$ cat config.mk
export PLATFORM = sky130hd
export DESIGN_NAME = hsid_ref_fetch_ctrl_flat
export DESIGN_NICKNAME = d
export VERILOG_FILES = /design/src/rtl/hsid_ref_fetch_ctrl_if.sv /design/src/rtl/hsid_ref_fetch_ctrl.sv /design/src/flat_wrapper.sv
export SDC_FILE = /design/constraint.sdc
export NUM_CORES = 1
export LEC_CHECK = 0
export ABC_AREA = 1
export CAP_MARGIN = 20
export CORE_ASPECT_RATIO = 0.6
export CORE_MARGIN = 10
export CORE_UTILIZATION = 34
export CTS_CLUSTER_DIAMETER = 150
export DETAILED_ROUTE_END_ITERATION = 10
export PLACE_DENSITY = 0.59
export SLEW_MARGIN = 20
export SYNTH_ARGS = -nofsm -noshare
export SYNTH_HDL_FRONTEND = slang
export SYNTH_SLANG_ARGS = --single-unit
$ cat constraint.sdc
create_clock -name clk -period 6.35 [get_ports clk]
set_input_delay 1.27 -clock clk [delete_from_list [all_inputs] [get_ports clk]]
set_output_delay 1.27 -clock clk [all_outputs]
set_load 0.05 [all_outputs]
$ cat src/rtl/hsid_ref_fetch_ctrl_if.sv
// Reference fetch bus + FIFO write bundle.
// master = fetch controller, slave = memory/FIFO side.
interface hsid_ref_fetch_ctrl_if #(
  parameter int WORD_WIDTH     = 32,
  parameter int ADDR_WIDTH     = 32,
  parameter int FIFO_CNT_WIDTH = 4
);
  logic                      bus_req;
  logic [ADDR_WIDTH-1:0]     bus_addr;
  logic                      bus_gnt;
  logic                      bus_rvalid;
  logic [WORD_WIDTH-1:0]     bus_rdata;
  logic [FIFO_CNT_WIDTH-1:0] fifo_ref_free;
  logic                      fifo_ref_wr_en;
  logic [WORD_WIDTH-1:0]     fifo_ref_data;

  modport master (
    output bus_req, bus_addr,
    output fifo_ref_wr_en, fifo_ref_data,
    input  bus_gnt, bus_rvalid, bus_rdata,
    input  fifo_ref_free
  );

  modport slave (
    input  bus_req, bus_addr,
    input  fifo_ref_wr_en, fifo_ref_data,
    output bus_gnt, bus_rvalid, bus_rdata,
    output fifo_ref_free
  );
endinterface

$ cat src/rtl/hsid_ref_fetch_ctrl.sv
// Reference library fetch controller.
// Streams packed reference words from memory into the ref FIFO.
module hsid_ref_fetch_ctrl #(
  parameter int WORD_WIDTH        = 32,
  parameter int HSP_BANDS_WIDTH   = 8,
  parameter int HSP_LIBRARY_WIDTH = 8,
  parameter int ADDR_WIDTH        = 32,
  parameter int FIFO_CNT_WIDTH    = 4,
  parameter int MAX_OUT           = 2
) (
  input  logic                         clk,
  input  logic                         rst_n,
  input  logic                         clear,
  input  logic                         start,
  input  logic [ADDR_WIDTH-1:0]        base_addr,
  input  logic [HSP_BANDS_WIDTH-1:0]   hsp_bands,
  input  logic [HSP_LIBRARY_WIDTH-1:0] hsp_library_size,
  hsid_ref_fetch_ctrl_if.master        bus,
  output logic [HSP_LIBRARY_WIDTH-1:0] ref_count,
  output logic                         busy,
  output logic                         done,
  output logic                         error,
  output logic                         cancelled
);
  localparam int HB = HSP_BANDS_WIDTH;
  localparam int HL = HSP_LIBRARY_WIDTH;
  localparam int CW = HB + HL;
  localparam int OW = $clog2(MAX_OUT + 1);

  typedef enum logic [2:0] {
    RF_IDLE, RF_CONFIG, RF_FETCH, RF_DRAIN,
    RF_DONE, RF_ERROR, RF_CLEAR
  } rf_state_t;

  rf_state_t             r_state;
  logic [ADDR_WIDTH-1:0] r_cfg_base;
  logic [HB-1:0]         r_cfg_bands;
  logic [HL-1:0]         r_cfg_lib;
  logic [HB-1:0]         r_packs;
  logic [CW-1:0]         r_total;
  logic [CW-1:0]         r_issued;
  logic [OW-1:0]         r_outst;
  logic [HB-1:0]         r_pack_cnt;
  logic [HL-1:0]         r_ref_count;
  logic                  r_bus_req;
  logic [ADDR_WIDTH-1:0] r_bus_addr;
  logic                  r_wr_en;
  logic [WORD_WIDTH-1:0] r_wr_data;
  logic                  r_done;
  logic                  r_error;
  logic                  r_cancelled;

  logic            w_req;
  logic            w_acc;
  logic            w_rv;
  logic            w_spur;
  logic            w_can_req;
  logic            w_cfg_bad;
  logic            w_last_pack;
  logic            w_to_idle;
  logic [HB:0]     w_b1;
  logic [HB-1:0]   w_packs;
  logic [CW-1:0]   w_total;
  logic [CW-1:0]   w_iss_nxt;
  logic [OW-1:0]   w_out_nxt;

  // Handshake, credit and job-shape decode.
  always_comb begin
    w_req     = r_bus_req & ~clear;
    w_acc     = w_req & bus.bus_gnt;
    w_rv      = bus.bus_rvalid & (r_outst != '0);
    w_spur    = bus.bus_rvalid & (r_outst == '0)
              & ((r_state == RF_FETCH)
              |  (r_state == RF_DRAIN));
    w_iss_nxt = r_issued + CW'(w_acc);
    w_out_nxt = r_outst + OW'(w_acc) - OW'(w_rv);
    w_can_req = (w_iss_nxt < r_total)
              && (int'(w_out_nxt) < MAX_OUT)
              && (int'(bus.fifo_ref_free)
                  > int'(w_out_nxt));
    w_b1      = {1'b0, r_cfg_bands} + (HB+1)'(1);
    w_packs   = w_b1[HB:1];
    w_total   = CW'(w_packs) * CW'(r_cfg_lib);
    w_cfg_bad = (r_cfg_bands < HB'(2))
              || (r_cfg_lib == '0);
    w_last_pack = (r_pack_cnt == r_packs - HB'(1));
    w_to_idle = !clear
              && ((r_state == RF_DONE)
              ||  (r_state == RF_ERROR)
              ||  ((r_state == RF_CLEAR)
                   && (r_outst == '0)));
  end

  // Job FSM with registered bus, FIFO and status outputs.
  always_ff @(posedge clk or negedge rst_n) begin
    if (!rst_n) begin
      r_state     <= RF_IDLE;
      r_cfg_base  <= '1;
      r_cfg_bands <= '1;
      r_cfg_lib   <= '1;
      r_packs     <= '0;
      r_total     <= '0;
      r_issued    <= '0;
      r_outst     <= '0;
      r_pack_cnt  <= '0;
      r_ref_count <= '0;
      r_bus_req   <= 1'b0;
      r_bus_addr  <= '0;
      r_wr_en     <= 1'b0;
      r_wr_data   <= '0;
      r_done      <= 1'b0;
      r_error     <= 1'b0;
      r_cancelled <= 1'b0;
    end else begin
      r_done      <= 1'b0;
      r_error     <= 1'b0;
      r_cancelled <= 1'b0;
      r_wr_en     <= 1'b0;
      r_outst     <= w_out_nxt;
      r_issued    <= w_iss_nxt;
      if (w_acc)
        r_bus_addr <= r_bus_addr
                    + ADDR_WIDTH'(WORD_WIDTH / 8);
      if (r_wr_en) begin
        if (w_last_pack) begin
          r_pack_cnt  <= '0;
          r_ref_count <= r_ref_count + HL'(1);
        end else begin
          r_pack_cnt <= r_pack_cnt + HB'(1);
        end
      end
      if (clear && (r_state != RF_IDLE)) begin
        r_state   <= RF_CLEAR;
        r_bus_req <= 1'b0;
      end else begin
        unique case (r_state)
          RF_IDLE: begin
            if (start) begin
              r_cfg_base  <= base_addr;
              r_cfg_bands <= hsp_bands;
              r_cfg_lib   <= hsp_library_size;
              r_state     <= RF_CONFIG;
            end
          end
          RF_CONFIG: begin
            r_packs    <= w_packs;
            r_total    <= w_total;
            r_bus_addr <= r_cfg_base;
            if (w_cfg_bad) begin
              r_state <= RF_ERROR;
              r_error <= 1'b1;
            end else begin
              r_state <= RF_FETCH;
            end
          end
          RF_FETCH: begin
            if (w_spur) begin
              r_state   <= RF_ERROR;
              r_error   <= 1'b1;
              r_bus_req <= 1'b0;
            end else begin
              if (w_rv) begin
                r_wr_en   <= 1'b1;
                r_wr_data <= bus.bus_rdata;
              end
              if (w_iss_nxt == r_total) begin
                r_state   <= RF_DRAIN;
                r_bus_req <= 1'b0;
              end else if (!(r_bus_req && !w_acc)) begin
                r_bus_req <= w_can_req;
              end
            end
          end
          RF_DRAIN: begin
            if (w_spur) begin
              r_state <= RF_ERROR;
              r_error <= 1'b1;
            end else begin
              if (w_rv) begin
                r_wr_en   <= 1'b1;
                r_wr_data <= bus.bus_rdata;
              end
              if (r_outst == '0) begin
                r_state <= RF_DONE;
                r_done  <= 1'b1;
              end
            end
          end
          RF_CLEAR: begin
            if (r_outst == '0)
              r_cancelled <= 1'b1;
          end
          default: ;
        endcase
      end
      if (w_to_idle) begin
        r_state     <= RF_IDLE;
        r_cfg_base  <= '1;
        r_cfg_bands <= '1;
        r_cfg_lib   <= '1;
        r_packs     <= '0;
        r_total     <= '0;
        r_issued    <= '0;
        r_outst     <= '0;
        r_pack_cnt  <= '0;
        r_ref_count <= '0;
        r_bus_addr  <= '0;
      end
    end
  end

  assign bus.bus_req        = w_req;
  assign bus.bus_addr       = r_bus_addr;
  assign bus.fifo_ref_wr_en = r_wr_en;
  assign bus.fifo_ref_data  = r_wr_data;
  assign ref_count          = r_ref_count;
  assign busy               = (r_state != RF_IDLE);
  assign done               = r_done;
  assign error              = r_error;
  assign cancelled          = r_cancelled;
endmodule

$ cat src/flat_wrapper.sv
// flat-port wrapper written by rule: the top's interface ports become plain ports
module hsid_ref_fetch_ctrl_flat 
#(
  parameter int WORD_WIDTH        = 32,
  parameter int HSP_BANDS_WIDTH   = 8,
  parameter int HSP_LIBRARY_WIDTH = 8,
  parameter int ADDR_WIDTH        = 32,
  parameter int FIFO_CNT_WIDTH    = 4,
  parameter int MAX_OUT           = 2
)
  (clk, rst_n, clear, start, base_addr, hsp_bands, hsp_library_size, ref_count, busy, done, error, cancelled, bus_bus_req, bus_bus_addr, bus_fifo_ref_wr_en, bus_fifo_ref_data, bus_bus_gnt, bus_bus_rvalid, bus_bus_rdata, bus_fifo_ref_free);
  hsid_ref_fetch_ctrl_if #(.WORD_WIDTH(WORD_WIDTH), .ADDR_WIDTH(ADDR_WIDTH), .FIFO_CNT_WIDTH(FIFO_CNT_WIDTH)) bus_i ();
  input  logic clk;
  input  logic rst_n;
  input  logic clear;
  input  logic start;
  input  logic [ADDR_WIDTH-1:0] base_addr;
  input  logic [HSP_BANDS_WIDTH-1:0] hsp_bands;
  input  logic [HSP_LIBRARY_WIDTH-1:0] hsp_library_size;
  output logic [HSP_LIBRARY_WIDTH-1:0] ref_count;
  output logic busy;
  output logic done;
  output logic error;
  output logic cancelled;
  output wire logic [$bits(bus_i.bus_req)-1:0] bus_bus_req;
  output wire logic [$bits(bus_i.bus_addr)-1:0] bus_bus_addr;
  output wire logic [$bits(bus_i.fifo_ref_wr_en)-1:0] bus_fifo_ref_wr_en;
  output wire logic [$bits(bus_i.fifo_ref_data)-1:0] bus_fifo_ref_data;
  input wire logic [$bits(bus_i.bus_gnt)-1:0] bus_bus_gnt;
  input wire logic [$bits(bus_i.bus_rvalid)-1:0] bus_bus_rvalid;
  input wire logic [$bits(bus_i.bus_rdata)-1:0] bus_bus_rdata;
  input wire logic [$bits(bus_i.fifo_ref_free)-1:0] bus_fifo_ref_free;
  assign bus_bus_req = bus_i.bus_req;
  assign bus_bus_addr = bus_i.bus_addr;
  assign bus_fifo_ref_wr_en = bus_i.fifo_ref_wr_en;
  assign bus_fifo_ref_data = bus_i.fifo_ref_data;
  assign bus_i.bus_gnt = bus_bus_gnt;
  assign bus_i.bus_rvalid = bus_bus_rvalid;
  assign bus_i.bus_rdata = bus_bus_rdata;
  assign bus_i.fifo_ref_free = bus_fifo_ref_free;
  hsid_ref_fetch_ctrl #(.WORD_WIDTH(WORD_WIDTH), .HSP_BANDS_WIDTH(HSP_BANDS_WIDTH), .HSP_LIBRARY_WIDTH(HSP_LIBRARY_WIDTH), .ADDR_WIDTH(ADDR_WIDTH), .FIFO_CNT_WIDTH(FIFO_CNT_WIDTH), .MAX_OUT(MAX_OUT)) u_core (.clk(clk), .rst_n(rst_n), .clear(clear), .start(start), .base_addr(base_addr), .hsp_bands(hsp_bands), .hsp_library_size(hsp_library_size), .bus(bus_i), .ref_count(ref_count), .busy(busy), .done(done), .error(error), .cancelled(cancelled));
endmodule
==> flow_results.org <==
** Status
- The flow ran to the end, and the final reports show no timing, DRC or antenna violations.

** Timing
- Slew headroom :: 0.3056
- For the final database, setup skew stands at 0.01166 ns.
- Setup repair after global routing left no endpoint under its margin.
- Transition at the pin with the smallest max-transition slack :: 1.040 ns
- Max-slew violation count :: 0
- Clock period minus final worst setup slack :: 5.438 ns
- Final period utilization :: 0.8564
- Achievable frequency :: approximately 180 MHz
- Hold Violations, Final :: 0
- Setup violations remaining at the end of the flow were counted as 0.
- Total Neg Setup Slack :: 0 ns

** Logic synthesis
- Most used flip-flop cell after synthesis :: sky130_fd_sc_hd__dfrtp_1
- Of the post-synthesis cell area, the dominant cell type holds 0.2801.
- Synth Cell Area :: 11,620 um2
- Biggest area consumer among synthesized cells :: sky130_fd_sc_hd__dfrtp_1
- Ranked by total cell area, the synthesized netlist is headed by sky130_fd_sc_hd__dfrtp_1 (28%), sky130_fd_sc_hd__nand2_1 (13%), sky130_fd_sc_hd__dfstp_2 (11%), sky130_fd_sc_hd__inv_1 (7.6%), sky130_fd_sc_hd__ha_1 (6.8%).
- After synthesis, the share of flip-flops with an asynchronous set or reset is 1.000.
- Count of flip-flops with a built-in enable after synthesis :: 0
- Counting flops and latches in the post-synthesis netlist gives 178.
- Avg Synthesized Cell Area :: 7.657 um2
- Number of standard cells after synthesis :: ~1,500
- Seq/Total Area, Yosys :: 0.3886
- Total nets after synthesis :: 1,706
- The number of different library cells used by synthesis comes to 45.
- The Yosys step of the flow raised 0 warnings.

** Route
- Amount of wire on met3 after detailed routing :: 1866 um
- Detailed-route via count :: 10,150
- Starting DRT DRC Count :: 761
- Wire segments on met2 add up to around 15,000 um in the final route.
- Summed over all layers, the routed wires come to 34,010 um.
- Length of the first detailed-routing pass in iterations :: 5
- After detailed routing, no signal wire sits above met4.
- Detailed-routing wirelength on met1 :: 16,430 um
- Dividing the detail-routed wire length by the instance count gives around 16 um.
- After detailed routing, the number of remaining DRC violations is 0.
- After detailed routing, the number of vias per cell comes to approximately 4.7.
- Remaining antenna violation count after routing :: 0

** CTS
- Clk Tree Root Cell :: sky130_fd_sc_hd__clkbuf_16
- The later pin in the worst-skew pair is clocked with a latency of around 0.45 ns.
- Quantity of hold-fixing buffers added after cts :: 0
- TritonCTS clock tree :: done
- Clock-pin transition on the worst setup and hold timing paths :: 0.08 ns
- Total number of clock tree sinks :: between 150 and 200
- Post-CTS Resized :: 0
- Htree depth :: 4
- Buffers inserted during clock tree synthesis total 17.
- Once the clock tree was built, the setup fixing pass inserted 0 buffers.
- The longest clock path from root to sink contains 2 buffers.

** Worst setup path
- The critical path starts at u_core.r_cfg_bands[2].
- Arrival time at the worst endpoint :: just under 6 ns
- Critical-path maximum fanout :: 8
- The worst setup path is launched from a register.
- STA classifies the critical path endpoint as a register.
- The worst register-to-register path begins at u_core.r_cfg_bands[2].
- Required arrival time at the worst endpoint :: 6.70 ns
- The critical path is of the reg -> reg type.

** Cells and area
- Number of nets in the final layout :: between 1,500 and 2,000
- Relative to the synthesized area, the layout overhead comes to 23.58%.
- Layout cell share with drive strength beyond 1 :: 0.07249
- Filler cell count :: around 3,400
- The number of antenna diodes in the final layout is 0.

** Global routing
- In the global route stage, overall resource usage came out at 0.1641.
- Largest net degree at the start of global routing :: 72
- Wire length of the first global-routing pass :: 55,380 um
- Number of global-route vias before repair :: 10,240
- Overflow left after global routing :: 0
- Number of antenna violations at the first check in global routing :: 0

** Placement
- Routability-driven placement congestion ratio :: 0.9238
- Count of input and output buffers :: approximately 170
- The wire-length estimate of the detail-placed layout is 26,100 um.

** Min path
- Startpoint of the worst hold path :: u_core.r_cfg_base[5]
- Hold Crit Class :: reg -> reg

** Floorplan
- The total area inside the core boundary comes to 33,700 um2.
- The initial utilization of the core area, before any placement, comes to 0.3447.
- The die is ~260 um wide.
- roughly 170 I/O pins were placed.
- The die covers 42,200 um2.
- After floorplanning, the core was divided into 52 placement rows.
- The die is roughly 160 um tall.

** Flow run
- The tool flagged a number of max-cap violations equal to 0.
## worst paths after layout
path	slack, ns	to	depth (start not counted)
hold reg to reg	0.46	u_core.r_cfg_base[5]	2
setup / recovery	0.91	u_core.r_total[14]	22
hold / removal	0.46	u_core.r_cfg_base[5]	2
min in group asynchronous	0.81	u_core.r_pack_cnt[7]	1
max in group asynchronous	4.19	u_core.r_total[8]	2
setup reg to reg	0.91	u_core.r_total[14]	22
## Yosys cell counts, types with 3 or more instances
cell / instances
sky130_fd_sc_hd__xor2_1: 27
sky130_fd_sc_hd__buf_2: 12
sky130_fd_sc_hd__o21ai_0: 44
sky130_fd_sc_hd__buf_6: 7
sky130_fd_sc_hd__nor4_1: 6
sky130_fd_sc_hd__xnor2_1: 13
sky130_fd_sc_hd__fa_1: 36
sky130_fd_sc_hd__inv_2: 5
sky130_fd_sc_hd__nor2_1: 188
sky130_fd_sc_hd__buf_4: 9
sky130_fd_sc_hd__inv_1: 236
sky130_fd_sc_hd__nor2_4: 8
sky130_fd_sc_hd__nand3_1: 82
sky130_fd_sc_hd__nand2_2: 3
sky130_fd_sc_hd__nand2_1: 401
sky130_fd_sc_hd__nand4_1: 16
sky130_fd_sc_hd__nand2_4: 4
sky130_fd_sc_hd__o21bai_1: 4
sky130_fd_sc_hd__o21a_1: 3
sky130_fd_sc_hd__dfrtp_1: 130
sky130_fd_sc_hd__o21ai_1: 7
sky130_fd_sc_hd__or2_2: 4
sky130_fd_sc_hd__clkbuf_1: 11
sky130_fd_sc_hd__ha_1: 63
sky130_fd_sc_hd__dfstp_2: 48
sky130_fd_sc_hd__nand3b_1: 3
sky130_fd_sc_hd__a21oi_1: 98
sky130_fd_sc_hd__nor3_1: 15
sky130_fd_sc_hd__o22ai_1: 15
## registers in the layout (all words and copies together), names as in the netlist
name and count:
u_core.bus.bus_addr 32, u_core.r_cfg_base 32, u_core.r_bus_req 1, u_core.r_cfg_lib 8, u_core.r_packs 8, u_core.bus.fifo_ref_wr_en 1
u_core.r_issued 16, u_core.ref_count 8, u_core.r_state 3, u_core.done 1, u_core.r_pack_cnt 8, u_core.r_outst 2
u_core.cancelled 1, u_core.r_total 16, u_core.error 1, u_core.bus.fifo_ref_data 32, u_core.r_cfg_bands 8
## cell usage in the layout (no fill, tap or decap), types with 15 or more instances in the layout
cell                              instances
sky130_fd_sc_hd__clkbuf_16               17
sky130_fd_sc_hd__nor3_1                  15
sky130_fd_sc_hd__xor2_1                  27
sky130_fd_sc_hd__ha_1                    63
sky130_fd_sc_hd__a21oi_1                 98
sky130_fd_sc_hd__nor2_1                 187
sky130_fd_sc_hd__nand3_1                 82
sky130_fd_sc_hd__o22ai_1                 15
sky130_fd_sc_hd__nand4_1                 16
sky130_fd_sc_hd__nand2_1                401
sky130_fd_sc_hd__dfrtp_1                130
sky130_fd_sc_hd__inv_1                  236
sky130_fd_sc_hd__dfstp_2                 48
sky130_fd_sc_hd__o21ai_0                 44
sky130_fd_sc_hd__fa_1                    36
sky130_fd_sc_hd__clkdlybuf4s50_1        166
## layout make-up
class | count | area (um2) | area share
Inverter | 242 | 909.6 | 0.06337
Multi-Input combinational cell | 1057 | 5947 | 0.4143
Clock buffer | 17 | 425.4 | 0.02963
Sequential cell | 178 | 4514 | 0.3145
Tap cell | 459 | 574.3 | 0.04001
Clock inverter | 15 | 244.0 | 0.01700
Timing Repair Buffer | 174 | 1740 | 0.1212
## cells by family (layout without fill, tap and decap cells)
family          after synthesis  count (layout)  share of synthesized area
compound gates              177             177                    0.08111
xor+xnor                     40              40                    0.03016
fa+ha+maj                    99              99                     0.1299
buf+inv                     282             448                     0.1001
flops                       178             178                     0.3886
simple gates                741             741                     0.2701
## through the flow
step / setup WS [ns] / cell area, um2 / hold slack [ns] / instances / util
after global routing: 0.6218 / 14360 / 0.4818 / 2142 / 0.4259
after CTS: 1.007 / 14340 / 0.4670 / 2141 / 0.4253
after floorplan: 1.640 / 11620 / 0.4398 / 1517 / -
after global placement: 1.102 / 13670 / 0.4519 / 2109 / 0.4055
after detailed placement: 0.8822 / 13670 / 0.4556 / 2109 / 0.4055
final: 0.9119 / 14360 / 0.4644 / 2142 / 0.4259
## layer usage
metal,global-route usage,vias up
li1,-,5036
met1,0.2259,4839
met2,0.2529,238
met3,0.03683,40
met4,0.04927,0
met5,0,-
## worst max-delay path, stage by stage, from the launching register on
cell and delay [ns]:
sky130_fd_sc_hd__dfstp_2 0.57, sky130_fd_sc_hd__inv_1 0.06, sky130_fd_sc_hd__nor3_1 0.41, sky130_fd_sc_hd__nand2_1 0.16, sky130_fd_sc_hd__o21ai_0 0.20, sky130_fd_sc_hd__nand2_1 0.28
sky130_fd_sc_hd__inv_1 0.16, sky130_fd_sc_hd__nand2_1 0.09, sky130_fd_sc_hd__fa_1 0.47, sky130_fd_sc_hd__fa_1 0.49, sky130_fd_sc_hd__inv_1 0.05, sky130_fd_sc_hd__fa_1 0.52
sky130_fd_sc_hd__inv_1 0.05, sky130_fd_sc_hd__fa_1 0.53, sky130_fd_sc_hd__inv_1 0.04, sky130_fd_sc_hd__ha_1 0.36, sky130_fd_sc_hd__a21oi_1 0.20, sky130_fd_sc_hd__o21a_1 0.15
sky130_fd_sc_hd__nand2_1 0.12, sky130_fd_sc_hd__a21oi_1 0.21, sky130_fd_sc_hd__nand2_1 0.07, sky130_fd_sc_hd__nand3_1 0.08, sky130_fd_sc_hd__nand2_1 0.05
Power is not shown: default switching activity piles up to over one toggle a cycle in this logic, so the estimate is an artifact.
